`config.mk`:
```
export PLATFORM = sky130hd
export DESIGN_NAME = mem_edit_ctrl
export DESIGN_NICKNAME = d
export VERILOG_FILES = /design/src/rtl/mem_edit_ctrl.sv
export SDC_FILE = /design/constraint.sdc
export NUM_CORES = 1
export LEC_CHECK = 0
export ABC_AREA = 1
export BUFFER_PORTS_ARGS = -buffer_cell sky130_fd_sc_hd__buf_2
export CORE_ASPECT_RATIO = 0.8
export CORE_MARGIN = 1
export CORE_UTILIZATION = 51
export CTS_CLUSTER_SIZE = 8
export DETAILED_ROUTE_END_ITERATION = 7
export PLACE_DENSITY = 0.82
export RECOVER_POWER = 50
export SKIP_CTS_REPAIR_TIMING = 1
export SYNTH_ARGS = -nofsm -noshare
export SYNTH_HDL_FRONTEND = slang
export SYNTH_SLANG_ARGS = --single-unit
export TNS_END_PERCENT = 20
```
`constraint.sdc`:
```
create_clock -name clk -period 1.7 [get_ports clk]
set_clock_uncertainty 0.2 [all_clocks]
set_input_delay 0.085 -clock clk [delete_from_list [all_inputs] [get_ports clk]]
set_output_delay 0.085 -clock clk [all_outputs]
set_load 0.01 [all_outputs]
```
`src/rtl/mem_edit_ctrl.sv`:
```
// mem_edit_ctrl: debounced front-panel RAM editor with address stepping and RMW inc/dec.
// Optional auto-repeat on held keys when MEM_EDIT_CTRL_AUTOREPEAT_EN is defined.
module mem_edit_ctrl #(
  parameter int AW           = 4,
  parameter int DW           = 8,
  parameter int RD_LAT       = 1,
  parameter int DB_CYCLES    = 16,
  parameter int WRAP         = 1,
  parameter int REPEAT_DELAY = 1000000,
  parameter int REPEAT_RATE  = 250000
) (
  input  logic          clk,
  input  logic          rst_n,
  input  logic [3:0]    KEY,
  input  logic [DW-1:0] dout,
  output logic [AW-1:0] a,
  output logic [DW-1:0] din,
  output logic          we,
  output logic          busy
);

  localparam int CW  = $clog2(DB_CYCLES);
  localparam int WCW = $clog2(RD_LAT + 1);

  typedef enum logic [1:0] {
    IDLE,
    WAIT,
    WRITE
  } state_t;

  logic [3:0]    s1_q, s2_q;
  logic [3:0]    db_q, dbd_q;
  logic [CW-1:0] dbc_q [4];
  logic [3:0]    pls_q, pls_d;
  logic [3:0]    rep_hit;

  state_t         state_q, state_d;
  logic [AW-1:0]  a_q, a_d;
  logic [DW-1:0]  din_q, din_d;
  logic           dir_q, dir_d;
  logic [WCW-1:0] wc_q, wc_d;
  logic [DW-1:0]  nxt;

  // two-flop synchroniser, idle level is high (released)
  always_ff @(posedge clk or negedge rst_n) begin
    if (!rst_n) begin
      s1_q <= 4'hF;
      s2_q <= 4'hF;
    end else begin
      s1_q <= KEY;
      s2_q <= s1_q;
    end
  end

  // per-key debounce: flip after DB_CYCLES consecutive differing samples
  always_ff @(posedge clk or negedge rst_n) begin
    if (!rst_n) begin
      db_q <= '0;
      for (int i = 0; i < 4; i++) dbc_q[i] <= '0;
    end else begin
      for (int i = 0; i < 4; i++) begin
        if (~s2_q[i] != db_q[i]) begin
          if (dbc_q[i] == CW'(DB_CYCLES - 1)) begin
            db_q[i]  <= ~s2_q[i];
            dbc_q[i] <= '0;
          end else begin
            dbc_q[i] <= dbc_q[i] + 1'b1;
          end
        end else begin
          dbc_q[i] <= '0;
        end
      end
    end
  end

`ifdef MEM_EDIT_CTRL_AUTOREPEAT_EN
  localparam int RW = $clog2(REPEAT_DELAY + REPEAT_RATE + 1);

  logic [RW-1:0] rep_q [4];
  logic [3:0]    ph_q;

  // repeat hit: first after REPEAT_DELAY, then every REPEAT_RATE
  always_comb begin
    rep_hit = '0;
    for (int i = 0; i < 4; i++) begin
      if (db_q[i]) begin
        if (ph_q[i]) rep_hit[i] = (rep_q[i] == RW'(REPEAT_RATE - 1));
        else         rep_hit[i] = (rep_q[i] == RW'(REPEAT_DELAY));
      end
    end
  end

  // repeat counters, cleared whenever the key is released
  always_ff @(posedge clk or negedge rst_n) begin
    if (!rst_n) begin
      ph_q <= '0;
      for (int i = 0; i < 4; i++) rep_q[i] <= '0;
    end else begin
      for (int i = 0; i < 4; i++) begin
        if (!db_q[i]) begin
          rep_q[i] <= '0;
          ph_q[i]  <= 1'b0;
        end else if (rep_hit[i]) begin
          rep_q[i] <= '0;
          ph_q[i]  <= 1'b1;
        end else begin
          rep_q[i] <= rep_q[i] + 1'b1;
        end
      end
    end
  end
`else
  assign rep_hit = '0;
`endif

  assign pls_d = (db_q & ~dbd_q) | rep_hit;

  // press-edge detect into registered one-cycle action pulses
  always_ff @(posedge clk or negedge rst_n) begin
    if (!rst_n) begin
      dbd_q <= '0;
      pls_q <= '0;
    end else begin
      dbd_q <= db_q;
      pls_q <= pls_d;
    end
  end

  // new data value: wrap or saturate
  always_comb begin
    nxt = dout;
    if (dir_q) begin
      if (!(WRAP == 0 && dout == '1)) nxt = dout + 1'b1;
    end else begin
      if (!(WRAP == 0 && dout == '0)) nxt = dout - 1'b1;
    end
  end

  // FSM next state, address stepping and write data
  always_comb begin
    state_d = state_q;
    a_d     = a_q;
    din_d   = din_q;
    dir_d   = dir_q;
    wc_d    = wc_q;
    unique case (state_q)
      IDLE: begin
        priority case (1'b1)
          pls_q[3]: a_d = a_q + 1'b1;
          pls_q[2]: a_d = a_q - 1'b1;
          pls_q[1]: begin
            state_d = WAIT;
            dir_d   = 1'b1;
            wc_d    = '0;
          end
          pls_q[0]: begin
            state_d = WAIT;
            dir_d   = 1'b0;
            wc_d    = '0;
          end
          default: ;
        endcase
      end
      WAIT: begin
        if (wc_q == WCW'(RD_LAT)) begin
          state_d = WRITE;
          din_d   = nxt;
        end else begin
          wc_d = wc_q + 1'b1;
        end
      end
      WRITE:   state_d = IDLE;
      default: state_d = IDLE;
    endcase
  end

  // FSM and datapath registers
  always_ff @(posedge clk or negedge rst_n) begin
    if (!rst_n) begin
      state_q <= IDLE;
      a_q     <= '0;
      din_q   <= '0;
      dir_q   <= 1'b0;
      wc_q    <= '0;
    end else begin
      state_q <= state_d;
      a_q     <= a_d;
      din_q   <= din_d;
      dir_q   <= dir_d;
      wc_q    <= wc_d;
    end
  end

  assign a    = a_q;
  assign din  = din_q;
  assign we   = (state_q == WRITE);
  assign busy = (state_q != IDLE);

endmodule

```
==> metrics.csv, run 1 <==
stage,metric,value,unit
setup_path,Arrival @ worst endpoint,1.70,ns
logic_synthesis,post-synthesis mux area share,0,
setup_path,crit path from,dir_q,
clocking,CTS Sinks,52,
floorplan,Die Area,0.00483,sq mm
run_status,status,"complete, but fails checks",
setup_path,Top delay family on crit path,simple AND/OR/NAND/NOR gates,
logic_synthesis,Yosys warning count,0,
layout,# diodes,0,
timing,Final TNS setup,0,ns
timing,minimum clock period,1.70,ns
setup_path,cells on worst reg2reg path,7,
floorplan,core box area,0.00428,sq mm
logic_synthesis,synth unique cells,24,
run,max-cap viol count,0,
setup_path,slowest stage cell on the critical path,dfrtp_1,
timing,Final Hold Fails,1,
timing,setup violators final,0,
routing,Final ANT Viol Nets,0,
logic_synthesis,Mapped Avg Cell Area,9.93,sq um
setup_path,Worst EP required,1.70,ns
layout,register area,0.00131,sq mm
timing,FMAX,588,MHz
power_and_ir_drop,Seq pwr share,0.557,
setup_path,critical path capture point,din[5],
logic_synthesis,Mapped Area,0.00232,sq mm
power_and_ir_drop,Max VDD drop,0.477,mV
power_and_ir_drop,Sw Ratio,0.248,
timing,post-route worst setup slack,0.000751,ns
power_and_ir_drop,clock share of power,0.306,
logic_synthesis,main combinational cell family by area after synthesis,simple AND/OR/NAND/NOR gates,
layout,Final Cell Area,0.00275,sq mm
setup_path,worst r2r src,dir_q,
global_route,initial antenna violation count,0,
logic_synthesis,"Seq/Total Area, Yosys",0.564,
clocking,clock-pin transition on the worst setup and hold timing paths,0.09,ns
global_route,largest net degree at the start of global routing,53,
clocking,root buf cell,clkbuf_8,
timing,Slew HR,0.554,
logic_synthesis,simple-gate share of the synthesized area,0.202,
setup_path,critical-path maximum fanout,8,
layout,final core occ,0.642,
clocking,worst skew pair latency,0.30,ns
layout,Post-layout nets,309,
floorplan,Die Ht,62.4,microns
layout,Area Overhead vs Synth,18.4,%
routing,overall routed net length,3980,microns
layout,Multi-input gate area,913,sq um
timing,RSZ-0062 raised after global routing,yes,
logic_synthesis,complex-gate fraction of the synthesized area,0.0371,
setup_path,WS Path Type,register to register,
setup_path,startpoint types,register,
logic_synthesis,synthesized flop and latch total,52,
placement,final RePlAce weighted congestion,0.809,
timing,final-report max-slew violation count,0,
floorplan,initial core utilization,0.543,
routing,DR WL/cell,11.8,microns
routing,total number of vias,1625,
min_path,HP Class,input port to register,
global_route,first-pass GRT wire length,7000,microns
power_and_ir_drop,PwrDens,875,mW/mm^2
placement,Area after DPL,0.00260,sq mm
logic_synthesis,Mapped Nets,262,
timing,final hold slack,-0.0312,ns
run_status,violated checks,hold timing,
setup_path,Worst Setup End Kind,register,
logic_synthesis,top cell type's share of synthesized area,0.474,
placement,dpl ws,-0.0979,ns
power_and_ir_drop,total power,2.41,mW
setup_path,Worst R2R End,din[5],
placement,Post-Place Cells,325,
clocking,CTS buffer count,5,
floorplan,row count,21,
placement,number of port buffers,27,
layout,Filler cells,339,
power_and_ir_drop,Lkg Pwr,1.43,nW
setup_path,CP cell instances,inv_4 > ha_1 > or2_4 > nand3b_1 > nand3_1 > nand3_1 > nand2_1,
clocking,CTS tree,built,
setup_path,r2r setup slk,0.0008,ns
routing,First-pass DRT Iterations,4,
logic_synthesis,Cells after Synth,234,
timing,worst-margin pin slew,0.670,ns
routing,DRT iter0 DRCs,150,
logic_synthesis,"area leader, netlist",dfrtp_1,
logic_synthesis,largest cells by area after synthesis,"dfrtp_1, dfstp_2, nand2_1",
global_route,grt total ovfl,0,
global_route,Overall Global Routing Usage,0.190,
timing,Tcrit/Tclk final,1.00,
layout,fraction of layout cells with a size suffix above 1,0.224,
power_and_ir_drop,Int Pwr,1.81,mW
floorplan,Top Ports,28,
clocking,number of H-tree levels,2,
floorplan,DIE WIDTH,77.5,microns
setup_path,"Largest stage delay, worst path",0.42,ns
clocking,Clock Path Buffers,2,
routing,Via density,4.81,
setup_path,Critical path buffers and inverters,1,
setup_path,cell mode on critical path,nand3_1,
placement,post-DP HPWL,2790,microns
min_path,Min-Delay Path Depth,6,
logic_synthesis,Adder-Cell Fraction of Synth Area,0.0818,
power_and_ir_drop,Gate power share,0.137,
logic_synthesis,XOR/XNOR share of the synthesized area,0.0678,
global_route,number of global-route vias before repair,1589,
routing,drt drc,0,
power_and_ir_drop,Switch Pwr,0.597,mW
layout,final cell count without fillers,338,
setup_path,Critical Path Stages,7,
-- final cells by class --
cell class,instances,area share
flip-flops and latches,52,0.477
inverters,29,0.0405
clock buffers,7,0.0350
multi-input cells,153,0.332
repair buffers,40,0.0900
well taps,57,0.0259
-- layer usage --
layer,wire length [microns],track usage
met2,1960,0.309
met3,142,0.0380
met5,0,0
met4,98,0.108
met1,1780,0.237
-- state kept, by name (all words and copies together), names as in the netlist --
register,cells
db_q,4
dbd_q,4
wc_q,1
state_q,2
dir_q,1
s2_q,4
pls_q,4
s1_q,4
din,8
dbc_q,16
a,4
-- cell usage after synthesis (all sizes together) --
library cell and count:
dfrtp 44, and3 1, nand3 19, xnor2 7
and2 1, or2 2, nor2 30, nand3b 2
inv 29, o21ai 11, ha 12, nand2 51
dfstp 8, a21oi 4, xor2 11, fa 2
-- power by group through the flow --
stage	combinational (mW)	clock [mW]	sequential, mW
2_1_floorplan	0.187	0	1.36
3_3_place_gp	0.300	0	1.36
3_5_place_dp	0.317	0	1.36
4_1_cts	0.321	0.760	1.34
5_1_grt	0.376	0.811	1.35
6_report	0.330	0.736	1.34
-- logic make-up after synthesis --
group           Yosys count
xor+xnor                 18
buf+inv                  29
simple gates            106
flops                    52
fa+ha+maj                14
compound gates           15
-- worst reg2reg max path: cells and delay by family, from the launching register on --
family	cells	cell delay, ns
simple gates	5	0.59
flops	1	0.42
fa+ha+maj	1	0.27
buf+inv	1	0.12
-- worst min-delay path by stage --
stage             from      to  slack, ns
5_1_grt        dout[7]  din[7]       0.02
3_5_place_dp     rst_n    a[2]      -0.11
6_report       dout[7]  din[7]      -0.03
2_1_floorplan    rst_n    a[0]      -0.41
3_3_place_gp     rst_n    a[2]      -0.11
4_1_cts          rst_n  din[5]      -0.44
-- layout by cell type (no fill, tap or decap), types with 2 or more instances in the layout --
cell / Yosys / routed
nand3_1: 19 / 19
xor2_1: 11 / 11
clkbuf_8: 0 / 7
xnor2_1: 7 / 7
a21oi_1: 3 / 3
dfrtp_1: 44 / 44
inv_2: 4 / 4
buf_4: 0 / 6
ha_1: 12 / 12
dfstp_2: 8 / 8
nand2_1: 50 / 50
inv_1: 25 / 24
o21ai_1: 6 / 5
dlygate4sd3_1: 0 / 6
nor2_1: 27 / 27
nand3b_1: 2 / 2
o21ai_0: 5 / 5
buf_2: 0 / 27
Note: power is estimated with default switching activity, not from simulation.
==> inputs of run 2 (changes only) <==
--- a/config.mk
+++ b/config.mk
@@ -9,10 +9,10 @@
 export BUFFER_PORTS_ARGS = -buffer_cell sky130_fd_sc_hd__buf_2
 export CORE_ASPECT_RATIO = 0.8
 export CORE_MARGIN = 1
-export CORE_UTILIZATION = 51
+export CORE_UTILIZATION = 57
 export CTS_CLUSTER_SIZE = 8
 export DETAILED_ROUTE_END_ITERATION = 7
-export PLACE_DENSITY = 0.82
+export PLACE_DENSITY = 0.86
 export RECOVER_POWER = 50
 export SKIP_CTS_REPAIR_TIMING = 1
 export SYNTH_ARGS = -nofsm -noshare
==> constraint.sdc (replaced) <==
create_clock -name clk -period 1.6 [get_ports clk]
set_clock_uncertainty 0.2 [all_clocks]
set_input_delay 0.08 -clock clk [delete_from_list [all_inputs] [get_ports clk]]
set_output_delay 0.08 -clock clk [all_outputs]
set_load 0.01 [all_outputs]
==> run 2 against run 1 <==
Effect of this change: sequential power grew 6%; final cell count unchanged; combinational power rose by 13%; critical path depth unchanged; critical path type unchanged; the run ends with hold timing, setup timing left; flip-flop and latch count unchanged; clock power grew 8.2%; routed wire length rose by 9.9%; utilization grew 8.6 points; via count increased by 4.7%; setup slack lost 0.18 ns; worst hold slack improved by 0.017 ns; global-route usage is 3.3 points higher.
==> metrics.csv, run 2 (synthesis gave the netlist of run 1 again) <==
stage,metric,value,unit,change
timing,Final Hold Fails,1,,unchanged
global_route,initial antenna violation count,0,,unchanged
global_route,grt total ovfl,0,,unchanged
min_path,HP Class,input port to register,,
routing,overall routed net length,4370,microns,+9.9%
global_route,largest net degree at the start of global routing,33,,-38%
layout,fraction of layout cells with a size suffix above 1,0.244,,+0.0196
clocking,CTS buffer count,5,,unchanged
power_and_ir_drop,Lkg Pwr,1.44,nW,+0.47%
clocking,root buf cell,clkbuf_8,,
floorplan,DIE WIDTH,73.4,microns,-5.3%
layout,# diodes,0,,unchanged
run_status,status,"complete, but fails checks",,
power_and_ir_drop,Sw Ratio,0.266,,+0.0183
global_route,Overall Global Routing Usage,0.223,,+0.0328
timing,worst-margin pin slew,0.765,ns,+0.0952 ns
clocking,Clock Path Buffers,2,,unchanged
setup_path,cells on worst reg2reg path,7,,unchanged
placement,Area after DPL,0.00260,sq mm,+0.19%
timing,Final TNS setup,-0.497,ns,-0.497 ns
floorplan,Die Ht,59.1,microns,-5.2%
setup_path,r2r setup slk,-0.18,ns,-0.18 ns
clocking,CTS tree,built,,
clocking,CTS Sinks,52,,unchanged
layout,Largest register FFs,16,,unchanged
routing,First-pass DRT Iterations,4,,unchanged
routing,Via density,5.03,,+4.7%
layout,Largest Register,dbc_q,,
min_path,min-delay src,dout[7],,
timing,setup violators final,5,,+5
timing,post-route worst setup slack,-0.178,ns,-0.178 ns
timing,final-report max-slew violation count,0,,unchanged
global_route,GR peak layer,met2,,
power_and_ir_drop,Seq pwr share,0.549,,-0.008
power_and_ir_drop,Int Pwr,1.90,mW,+5.1%
routing,Final ANT Viol Nets,0,,unchanged
min_path,Min-Delay Path Depth,5,,-1
power_and_ir_drop,PwrDens,923,mW/mm^2,+5.6%
timing,minimum clock period,1.78,ns,+0.0783 ns
power_and_ir_drop,Gate power share,0.144,,+0.007
setup_path,startpoint types,register,,
timing,Slew HR,0.490,,-0.0635
layout,most frequent cells in the layout,"nand2_1, dfrtp_1, nor2_1, buf_2, inv_1",,
setup_path,worst r2r src,dir_q,,
timing,RSZ-0062 raised after global routing,yes,,
placement,final RePlAce weighted congestion,0.812,,+0.35%
setup_path,crit path from,dir_q,,
placement,post-DP HPWL,3030,microns,+8.6%
floorplan,Top Ports,28,,unchanged
power_and_ir_drop,total power,2.59,mW,+7.7%
global_route,number of global-route vias before repair,1731,,+8.9%
floorplan,Die Area,0.00434,sq mm,-10%
setup_path,critical-path maximum fanout,8,,unchanged
timing,FMAX,563,MHz,-4.4%
clocking,clock-pin transition on the worst setup and hold timing paths,0.09,ns,about the same
floorplan,row count,20,,-4.8%
layout,Final Cell Area,0.00281,sq mm,+2.0%
global_route,GR Util met3,0.0493,,+0.0114
setup_path,Arrival @ worst endpoint,1.79,ns,+0.09 ns
setup_path,Worst R2R End,din[5],,
placement,dpl ws,-0.0614,ns,+0.0365 ns
routing,drt drc,0,,unchanged
layout,Area Overhead vs Synth,20.8,%,
floorplan,core box area,0.00385,sq mm,-10%
clocking,worst skew pair latency,0.31,ns,about the same
layout,"commonest non-fill, non-tap cell in the layout",nand2_1,,
placement,number of port buffers,27,,unchanged
run_status,violated checks,"hold timing, setup timing",,
routing,DRT iter0 DRCs,118,,-21%
clocking,number of H-tree levels,2,,unchanged
power_and_ir_drop,Switch Pwr,0.690,mW,+16%
global_route,met1 usage,0.279,,+0.0414
global_route,Global Route met2 Usage,0.377,,+0.0684
layout,Post-layout nets,310,,+0.32%
power_and_ir_drop,Max VDD drop,0.614,mV,+29%
setup_path,WS Path Type,register to register,,
setup_path,Worst EP required,1.61,ns,-0.09 ns
timing,final hold slack,-0.0146,ns,+0.0166 ns
power_and_ir_drop,clock share of power,0.307,,about the same
routing,total number of vias,1701,,+4.7%
global_route,first-pass GRT wire length,7220,microns,+3.3%
routing,DR WL/cell,12.9,microns,+9.9%
floorplan,initial core utilization,0.603,,+0.0604
run,max-cap viol count,0,,unchanged
min_path,Hold Crit Endpoint,din[7],,
setup_path,Worst Setup End Kind,register,,
timing,Tcrit/Tclk final,1.11,,+0.111
run 2: critical path, stage by stage (launching register included):
cell and delay [ns]:
dfrtp_1 0.43, inv_4 0.17, ha_4 0.23, or2_4 0.25
nand3b_1 0.15, nand3_1 0.11, nand3_1 0.10, nand2_1 0.05
run 2: cell type report:
cell class / count / area [sq um]
inverters: 29 / 111
clock buffers: 6 / 82.6
clock inverters: 2 / 13.8
flip-flops and latches: 52 / 1310
fillers: 291 / 1050
repair buffers: 41 / 250
multi-input cells: 153 / 970
well taps: 55 / 68.8
run 2: worst max-delay path by stage:
| stage | endpoint | slack (ns) | cells after the start |
|---|---|---|---|
| after floorplan | din[7] | 0.02 | 8 |
| after global placement | din[7] | -0.03 | 8 |
| after detailed placement | din[7] | -0.06 | 8 |
| after CTS | din[7] | -0.11 | 8 |
| after global routing | din[5] | -0.32 | 8 |
| final | din[5] | -0.18 | 7 |
run 2: power by group through the flow:
stage	sequential [mW]	clock (mW)	combinational [mW]
2_1_floorplan	1.45	0	0.202
3_3_place_gp	1.44	0	0.319
3_5_place_dp	1.45	0	0.338
4_1_cts	1.42	0.806	0.342
5_1_grt	1.43	0.878	0.425
6_report	1.42	0.796	0.372
run 2: per-layer routing:
layer,share of wire,vias to the layer above,wire (microns)
met5,0,-,0
met4,0.011,0,47
met1,0.42,827,1850
li1,-,828,-
met2,0.53,40,2310
met3,0.038,6,165
run 2: stage by stage:
stage,utilization,instances
floorplan,-,234
global placement,0.675,324
detailed placement,0.675,324
CTS,0.700,332
global route,0.729,338
finish,0.729,338
